`src/rtl/lcd_power_seq_if.sv`:
```
// Panel power-sequencer signal bundle: enable/frame inputs from the pixel
// pipeline, power/data/backlight controls and status back out.
interface lcd_power_seq_if;
  logic       en_sync;
  logic       frame_start;
  logic       panel_pwr_en;
  logic       lvds_data_en;
  logic       bl_en;
  logic       pwr_good;
  logic       busy;
  logic [2:0] state_o;

  modport master (
    output en_sync, frame_start,
    input  panel_pwr_en, lvds_data_en, bl_en, pwr_good, busy, state_o
  );

  modport slave (
    input  en_sync, frame_start,
    output panel_pwr_en, lvds_data_en, bl_en, pwr_good, busy, state_o
  );
endinterface

```
`src/rtl/lcd_power_seq.sv`:
```
// LVDS panel power sequencer: orders VDD, LVDS data and backlight with
// programmable dwell times, aligning data turn-on to a frame start.
module lcd_power_seq #(
  parameter int unsigned CNT_WIDTH = 24,
  parameter int unsigned T1_CYCLES = 742500,
  parameter int unsigned T2_CYCLES = 742500,
  parameter int unsigned T3_CYCLES = 742500,
  parameter int unsigned T4_CYCLES = 742500,
  parameter int unsigned T5_CYCLES = 7425000
) (
  input  logic              clk_sync,
  input  logic              rstn_sync,
  lcd_power_seq_if.slave    bus
);

  typedef enum logic [2:0] {
    S_OFF        = 3'd0,
    S_PWR_UP     = 3'd1,
    S_WAIT_FRAME = 3'd2,
    S_DATA_ON    = 3'd3,
    S_ACTIVE     = 3'd4,
    S_BL_OFF     = 3'd5,
    S_DATA_OFF   = 3'd6,
    S_COOL       = 3'd7
  } state_t;

  localparam longint unsigned CNT_SPAN = 64'd1 << CNT_WIDTH;
  localparam bit PARAMS_OK =
      (T1_CYCLES >= 1) && (longint'(T1_CYCLES) < CNT_SPAN) &&
      (T2_CYCLES >= 1) && (longint'(T2_CYCLES) < CNT_SPAN) &&
      (T3_CYCLES >= 1) && (longint'(T3_CYCLES) < CNT_SPAN) &&
      (T4_CYCLES >= 1) && (longint'(T4_CYCLES) < CNT_SPAN) &&
      (T5_CYCLES >= 1) && (longint'(T5_CYCLES) < CNT_SPAN);

  generate
    if (!PARAMS_OK) begin : g_bad_params
      $error("lcd_power_seq: every Tn must be >= 1 and fit in CNT_WIDTH bits");
    end
  endgenerate

  // Each timed state loads Tn-1 so that exit happens on the Tn-th edge.
  localparam logic [CNT_WIDTH-1:0] T1_LOAD = CNT_WIDTH'(T1_CYCLES - 1);
  localparam logic [CNT_WIDTH-1:0] T2_LOAD = CNT_WIDTH'(T2_CYCLES - 1);
  localparam logic [CNT_WIDTH-1:0] T3_LOAD = CNT_WIDTH'(T3_CYCLES - 1);
  localparam logic [CNT_WIDTH-1:0] T4_LOAD = CNT_WIDTH'(T4_CYCLES - 1);
  localparam logic [CNT_WIDTH-1:0] T5_LOAD = CNT_WIDTH'(T5_CYCLES - 1);

  state_t                 state, state_nxt;
  logic [CNT_WIDTH-1:0]   cnt, cnt_nxt;
  logic                   timeout;

  assign timeout = (cnt == '0);

  always_comb begin
    // NOTE: defaults first so every path assigns both signals and no latch is inferred.
    state_nxt = state;
    cnt_nxt   = timeout ? '0 : cnt - 1'b1;
    case (state)
      S_OFF: begin
        if (bus.en_sync) begin
          state_nxt = S_PWR_UP;
          cnt_nxt   = T1_LOAD;
        end
      end
      S_PWR_UP: begin
        if (!bus.en_sync) begin
          state_nxt = S_DATA_OFF;
          cnt_nxt   = T4_LOAD;
        end else if (timeout) begin
          state_nxt = S_WAIT_FRAME;
        end
      end
      S_WAIT_FRAME: begin
        if (!bus.en_sync) begin
          state_nxt = S_DATA_OFF;
          cnt_nxt   = T4_LOAD;
        end else if (bus.frame_start) begin
          state_nxt = S_DATA_ON;
          cnt_nxt   = T2_LOAD;
        end
      end
      S_DATA_ON: begin
        if (!bus.en_sync) begin
          state_nxt = S_BL_OFF;
          cnt_nxt   = T3_LOAD;
        end else if (timeout) begin
          state_nxt = S_ACTIVE;
        end
      end
      S_ACTIVE: begin
        if (!bus.en_sync) begin
          state_nxt = S_BL_OFF;
          cnt_nxt   = T3_LOAD;
        end
      end
      // Power-down path ignores en_sync so the panel always completes it.
      S_BL_OFF: begin
        if (timeout) begin
          state_nxt = S_DATA_OFF;
          cnt_nxt   = T4_LOAD;
        end
      end
      S_DATA_OFF: begin
        if (timeout) begin
          state_nxt = S_COOL;
          cnt_nxt   = T5_LOAD;
        end
      end
      S_COOL: begin
        if (timeout) state_nxt = S_OFF;
      end
      default: state_nxt = S_OFF;
    endcase
  end

  // Outputs decode the next state so they switch on the same edge as the state.
  always_ff @(posedge clk_sync or negedge rstn_sync) begin
    if (!rstn_sync) begin
      // NOTE: control outputs are reset with the state so the panel is dark with no clock.
      state            <= S_OFF;
      cnt              <= '0;
      bus.panel_pwr_en <= 1'b0;
      bus.lvds_data_en <= 1'b0;
      bus.bl_en        <= 1'b0;
      bus.pwr_good     <= 1'b0;
      bus.busy         <= 1'b0;
    end else begin
      // NOTE: non-blocking so every register updates from the same pre-edge values.
      state            <= state_nxt;
      cnt              <= cnt_nxt;
      bus.panel_pwr_en <= state_nxt inside {S_PWR_UP, S_WAIT_FRAME, S_DATA_ON,
                                            S_ACTIVE, S_BL_OFF, S_DATA_OFF};
      bus.lvds_data_en <= state_nxt inside {S_DATA_ON, S_ACTIVE, S_BL_OFF};
      bus.bl_en        <= (state_nxt == S_ACTIVE);
      bus.pwr_good     <= (state_nxt == S_ACTIVE);
      bus.busy         <= !(state_nxt inside {S_OFF, S_ACTIVE});
    end
  end

  assign bus.state_o = state;

endmodule

```
`src/flat_wrapper.sv`:
```
// flat-port wrapper written by rule: the top's interface ports become plain ports
module lcd_power_seq_flat 
#(
  parameter int unsigned CNT_WIDTH = 24,
  parameter int unsigned T1_CYCLES = 742500,
  parameter int unsigned T2_CYCLES = 742500,
  parameter int unsigned T3_CYCLES = 742500,
  parameter int unsigned T4_CYCLES = 742500,
  parameter int unsigned T5_CYCLES = 7425000
)
  (clk_sync, rstn_sync, bus_en_sync, bus_frame_start, bus_panel_pwr_en, bus_lvds_data_en, bus_bl_en, bus_pwr_good, bus_busy, bus_state_o);
  lcd_power_seq_if bus_i ();
  input  logic clk_sync;
  input  logic rstn_sync;
  input wire logic [$bits(bus_i.en_sync)-1:0] bus_en_sync;
  input wire logic [$bits(bus_i.frame_start)-1:0] bus_frame_start;
  output wire logic [$bits(bus_i.panel_pwr_en)-1:0] bus_panel_pwr_en;
  output wire logic [$bits(bus_i.lvds_data_en)-1:0] bus_lvds_data_en;
  output wire logic [$bits(bus_i.bl_en)-1:0] bus_bl_en;
  output wire logic [$bits(bus_i.pwr_good)-1:0] bus_pwr_good;
  output wire logic [$bits(bus_i.busy)-1:0] bus_busy;
  output wire logic [$bits(bus_i.state_o)-1:0] bus_state_o;
  assign bus_i.en_sync = bus_en_sync;
  assign bus_i.frame_start = bus_frame_start;
  assign bus_panel_pwr_en = bus_i.panel_pwr_en;
  assign bus_lvds_data_en = bus_i.lvds_data_en;
  assign bus_bl_en = bus_i.bl_en;
  assign bus_pwr_good = bus_i.pwr_good;
  assign bus_busy = bus_i.busy;
  assign bus_state_o = bus_i.state_o;
  lcd_power_seq #(.CNT_WIDTH(CNT_WIDTH), .T1_CYCLES(T1_CYCLES), .T2_CYCLES(T2_CYCLES), .T3_CYCLES(T3_CYCLES), .T4_CYCLES(T4_CYCLES), .T5_CYCLES(T5_CYCLES)) u_core (.clk_sync(clk_sync), .rstn_sync(rstn_sync), .bus(bus_i));
endmodule
```
`config.mk`:
```
export PLATFORM = sky130hd
export DESIGN_NAME = lcd_power_seq_flat
export DESIGN_NICKNAME = d
export VERILOG_FILES = /design/src/rtl/lcd_power_seq_if.sv /design/src/rtl/lcd_power_seq.sv /design/src/flat_wrapper.sv
export SDC_FILE = /design/constraint.sdc
export NUM_CORES = 1
export LEC_CHECK = 0
export ABC_AREA = 0
export CAP_MARGIN = 0
export CORE_MARGIN = 5
export CORE_UTILIZATION = 58
export CTS_CLUSTER_DIAMETER = 60
export CTS_CLUSTER_SIZE = 14
export DETAILED_ROUTE_END_ITERATION = 6
export PLACE_DENSITY = 0.8
export SLEW_MARGIN = 20
export SYNTH_ARGS = -nofsm -noshare
export SYNTH_HDL_FRONTEND = slang
export SYNTH_SLANG_ARGS = --single-unit
export TNS_END_PERCENT = 50
```
`constraint.sdc`:
```
create_clock -name clk_sync -period 3.3 [get_ports clk_sync]
set_input_delay 0.825 -clock clk_sync [delete_from_list [all_inputs] [get_ports clk_sync]]
set_output_delay 0.825 -clock clk_sync [all_outputs]
set_load 0.01 [all_outputs]
```
==> run metrics, run 1 <==
total leakage power=0.7338 nW; non-filler cells, final=232; Post-CTS Hold Buffers=0; worst-path fanout max=9; initial antenna violation count=0; post-synthesis sequential area ratio=43.24%; crit start category=flop; post-synthesis mux area share=0.5579%; R2R Setup Slk=0.64 ns; Sum Neg Setup Slack=0 ns; routed len/inst=16.70 um; count of buffers from port buffering=11; placed wire-length estimate=2.784 mm; remaining antenna violation count=0; worst-margin pin slew=0.6382 ns; Setup Crit Path Kind=flop to flop; Post-Synth Adder-Cell Area=1.395%; IO Pins=12; final period utilization=80.66%; Net Sw Power=0.4264 mW; worst hold endpoint=u_core.cnt[22]; share of cells above drive strength 1=8.040%; endpoint class of the critical path=flop; Starting Density=59.75%; max-slew violation count=0; number of global-route vias before repair=1431; top-area cell type share of the netlist area=43.24%; drt pass-1 iters=4; Resized Gates After CTS=0; Slowest cell on crit path=or4_1; CP cell instances=or4_1, or4b_4, nor3_4, a21boi_4, o221ai_1; unrepaired setup endpoints after global routing=false; Post-Synthesis Cells=189; final wirelength=3.875 mm; R2R Path End=u_core.cnt[5]; clk root buf=clkbuf_4; largest family of logic cells by synthesized area=simple AND/OR/NAND/NOR gates; Yosys reg bits=31; busiest grt layer=met2; Net count, final=204; Final Hold Vio Count=0; delay of the slowest critical-path stage=0.63 ns; Cell Area, Synth=1794 um2; Placed Cells=224; Mapped Nets=195; Die X=65.62 um; row cnt=20; max-cap viol count=0; compound-cell area share of the yosys netlist=18.83%; first-pass GRT wire length=6.575 mm; cell-internal power=0.7804 mW; most frequent cells in the layout=31 x dfrtp_1, 17 x nor2_1, 14 x xnor2_1; count of cell types in the netlist=47; Synth area leader=dfrtp_1; CTS Buffer Depth=2; Setup Fix Bufs, Post-CTS=0; Worst slew margin=57.45%; combinational fraction of design power=31.8%; CP required=3.50 ns; Clock Sinks=31; Simple-Gate Fraction of Synth Area=22.11%; Core Box Area=3003 um2; Clk pin slew, worst setup/hold paths=0.10 ns; R2R cell count=5; CTS buffer count=5; post-synthesis xor/xnor area fraction=10.25%; Avg Vias per Cell=6.362; Fillers=244; sequential power share=47.3%; VDD IR-drop max=306.9 uV; GP Congestion=0.8809; number of synthesized flops with an enable pin=0; CTS tree=yes; GR Layer Usage met3=5.470%; starting DRC count in detailed routing=80; # DRC=0; Most used DFF post-synth=dfrtp_1; Worst Hold Class=flop to flop; endpoints failing setup=0; Net Sw Frac=35.33%; largest net degree at the start of global routing=32; area delta synth->final=10.11%; Hold Crit Depth=1; Hold Path Origin=u_core.cnt[22]; Overall Global Routing Usage=20.01%; commonest non-fill, non-tap cell in the layout=dfrtp_1; FMAX=0.3757 GHz; GRT overflow=0; top cells by area, synth=dfrtp_1 43%, xnor2_1 6.8%, nor3_1 3.6%, nor2_1 3.6%, xor2_1 3.4%; clock share of power=20.9%; Mapped Avg Cell Area=9.493 um2; WHS=0.5299 ns; GR Layer Usage met1=24.75%; status=completed; clk_lat worst skew=0.33 ns; DR vias=1476; RR Startpoint=u_core.cnt[5]; Setup Skew=0.006603 ns; Die Ht=65.62 um; Power Density=610.9 nW/um2; YS warnings=0; CP Data Arrival Time=2.86 ns; # diodes=0; Post-synth ARST share=100.0%; die area=4306 um2; H-tree depth=2; grt met2 use=33.17%; final worst path period need=2.662 ns
worst max-delay path, delay by kind of cell (launching register included):
| family | cells | cell delay [ns] |
|---|---|---|
| AOI/OAI and AO/OA | 2 | 0.50 |
| and+or+nand+nor | 3 | 1.59 |
| DFF | 1 | 0.45 |
worst max path at each step:
stage             startpoint              to  slack, ns  depth (start not counted)
2_1_floorplan  u_core.cnt[7]   u_core.cnt[5]       0.84                          7
3_3_place_gp     bus_en_sync  u_core.cnt[12]       0.66                          6
3_5_place_dp     bus_en_sync  u_core.cnt[22]       0.56                          6
4_1_cts        u_core.cnt[7]   u_core.cnt[0]       0.66                          5
5_1_grt        u_core.cnt[5]  u_core.cnt[22]       0.52                          5
6_report       u_core.cnt[5]   u_core.cnt[5]       0.64                          5
layout make-up:
type                       count  area [um2]  area share [%]
clock buffer                   8       68.82           3.483
inverter                       3       11.26          0.5700
multi-input combinational    144       953.4           48.26
sequential                    31       775.7           39.27
tap                           33       41.29           2.090
timing repair buffer          13       125.1           6.333
kinds of logic (layout without fill, tap and decap cells):
family | Yosys count | in the layout
xor+xnor | 21 | 21
flops | 31 | 31
mux | 1 | 1
simple gates | 73 | 73
buf+inv | 14 | 24
fa+ha+maj | 2 | 2
compound gates | 47 | 47
cell usage after synthesis (2+ instances only):
library cell and count:
dfrtp_1 31, nor2_1 17, xnor2_1 14, nor3_1 13, nand2_1 12, a21oi_1 10, clkbuf_1 8, xor2_1 7
nor4_1 6, o21a_1 6, o21ai_0 6, o221ai_1 6, nor2b_1 4, a211oi_1 3, inv_1 3, nand2b_1 3
nand3_1 3, o31ai_1 3, ha_1 2, nand4_1 2, o21ai_1 2, or3_1 2, or4_1 2
power groups by stage:
stage,registers [mW],logic (mW),clock network [mW]
3_3_place_gp,0.570,0.372,0
6_report,0.571,0.384,0.252
4_1_cts,0.569,0.385,0.261
3_5_place_dp,0.577,0.381,0
2_1_floorplan,0.546,0.288,0
5_1_grt,0.582,0.416,0.283
per-layer routing:
layer | routed length (um) | share of wire (%) | vias to the layer above
met2 | 1969 | 51 | 40
met3 | 155 | 4.0 | 5
met4 | 40 | 1.0 | 0
met1 | 1709 | 44 | 719
li1 | - | - | 712
met5 | 0 | 0 | -
sequential cells by signal, summed over array words and instances, names as in the netlist:
name,cells
u_core.cnt,24
u_core.bus.bl_en,1
u_core.bus.busy,1
u_core.bus.lvds_data_en,1
u_core.bus.state_o,3
u_core.bus.panel_pwr_en,1
metrics by stage:
| stage | cell area [um2] | utilization (%) | power (mW) | setup WS, ns |
|---|---|---|---|---|
| after detailed placement | 1907 | 63.50 | 0.9578 | 0.5621 |
| after global placement | 1907 | 63.50 | 0.9418 | 0.6645 |
| after floorplan | 1794 | - | 0.8338 | 0.8402 |
| final | 1976 | 65.79 | 1.207 | 0.6383 |
| after global routing | 1976 | 65.79 | 1.281 | 0.5249 |
| after CTS | 1976 | 65.79 | 1.214 | 0.6631 |
(Power assumes the default switching activity.)
==> inputs of run 2 (changes only) <==
clock period = 2.8 ns   (was 3.3 ns; I/O delays follow)
==> run 2 against run 1 <==
Clock skew decreased by 0.00088 ns. Combinational power grew 22%. Flip-flop and latch count stayed put. Core utilization up 0.38 points. Hold slack gained 0.0083 ns. Non-clock buffer count grew 3. Via count is 0.95% higher. Sequential power up 17%. Register-to-register slack lost 0.46 ns. Largest cell class unchanged. Highest routed layer unchanged.
==> run metrics, run 2 (synthesis results as in run 1) <==
top layer in use=met4; wl on met1=1.746 mm; final worst path period need=2.622 ns; clk root buf=clkbuf_4; Clk pin slew, worst setup/hold paths=0.10 ns; Overall Global Routing Usage=21.56%; Setup Fix Bufs, Post-CTS=0; Placed Cells=227; worst-path fanout max=9; initial antenna violation count=0; clk_lat worst skew=0.35 ns; number of global-route vias before repair=1463; H-tree depth=2; die area=4306 um2; VDD IR-drop max=485.4 uV; row cnt=20; CP required=3.01 ns; CP cell instances=or4_1, or3_2, nor3_4, a21boi_4, o221ai_1; count of buffers from port buffering=11; placed wire-length estimate=2.822 mm; CP bufs+invs=0; Net count, final=207; Die Ht=65.62 um; CP top delay family=simple AND/OR/NAND/NOR gates; crit start category=flop; Worst Hold Class=flop to flop; delay of the slowest critical-path stage=0.59 ns; CP Data Arrival Time=2.83 ns; max-cap viol count=0; worst-margin pin slew=0.5038 ns; Setup Skew=0.005727 ns; final period utilization=93.66%; status=completed; Final Hold Vio Count=0; Resized Gates After CTS=0; final wirelength=3.961 mm; GRT overflow=0; Avg Vias per Cell=6.340; non-filler cells, final=235; DR vias=1490; GP Congestion=0.9110; largest net degree at the start of global routing=32; drt pass-1 iters=4; first-pass GRT wire length=6.989 mm; IO Pins=12; Sum Neg Setup Slack=0 ns; area delta synth->final=10.74%; endpoints failing setup=0; FMAX=0.3813 GHz; routed len/inst=16.86 um; Setup Crit Path Kind=flop to flop; endpoint class of the critical path=flop; CTS Buffer Depth=2; most frequent cells in the layout=31 x dfrtp_1, 17 x nor2_1, 14 x xnor2_1; commonest non-fill, non-tap cell in the layout=dfrtp_1; # diodes=0; Clock Sinks=31; Largest Register=u_core.cnt; # DRC=0; Die X=65.62 um; Core Box Area=3003 um2; share of cells above drive strength 1=9.901%; Slowest cell on crit path=or4_1; Post-CTS Hold Buffers=0; total leakage power=0.7363 nW; starting DRC count in detailed routing=110; wire length on met2=1.948 mm; max FFs per register=24; DP Area=1929 um2; max-slew violation count=0; met3 wire length=202 um; CTS tree=yes; Starting Density=59.75%; Power Density=706.4 nW/um2; unrepaired setup endpoints after global routing=false; CTS buffer count=5; remaining antenna violation count=0; Worst slew margin=66.11%; Final Cell Area=1987 um2
[run 2: cell types whose count changed in the layout (fill, tap and decap cells not counted)]
cell	previous run	this run
buf_4	2	5
clkbuf_8	2	0
clkinvlp_4	0	2
clkbuf_1	1	0
clkinv_2	0	1
[run 2: worst paths after layout]
path	from	end	slack, ns	cells after the start
setup / recovery	u_core.cnt[17]	u_core.cnt[1]	0.18	5
hold / removal	u_core.cnt[22]	u_core.cnt[22]	0.54	1
setup reg to reg	u_core.cnt[17]	u_core.cnt[1]	0.18	5
hold reg to reg	u_core.cnt[22]	u_core.cnt[22]	0.54	1
max in group asynchronous	rstn_sync	u_core.cnt[17]	1.80	2
min in group asynchronous	rstn_sync	u_core.cnt[11]	0.72	2
[run 2: report_power, final]
part | switching (mW) | internal, mW
registers | 0.121 | 0.548
clock network | 0.170 | 0.0956
logic | 0.237 | 0.231
[run 2: layer usage]
layer	up-vias	GRT usage (%)
li1	714	-
met1	723	27.60
met2	46	34.79
met3	7	5.470
met4	0	8.290
met5	-	0
[run 2: final cells by class]
class | count | area (um2)
Fill cell | 253 | 1016
Inverter | 3 | 11.26
Clock buffer | 5 | 37.54
Tap cell | 33 | 41.29
Timing Repair Buffer | 16 | 147.6
Clock inverter | 3 | 20.02
Multi-Input combinational cell | 144 | 953.4
Sequential cell | 31 | 775.7
[run 2: stage by stage]
| stage | utilization [%] | setup WS, ns | total power [mW] | hold slack [ns] |
|---|---|---|---|---|
| 2_1_floorplan | - | 0.3402 | 0.9826 | 0.4044 |
| 3_3_place_gp | 64.25 | 0.3155 | 1.118 | 0.5081 |
| 3_5_place_dp | 64.25 | 0.2348 | 1.137 | 0.5154 |
| 4_1_cts | 66.17 | 0.2165 | 1.402 | 0.5343 |
| 5_1_grt | 66.17 | 0.03242 | 1.506 | 0.5645 |
| 6_report | 66.17 | 0.1776 | 1.403 | 0.5382 |
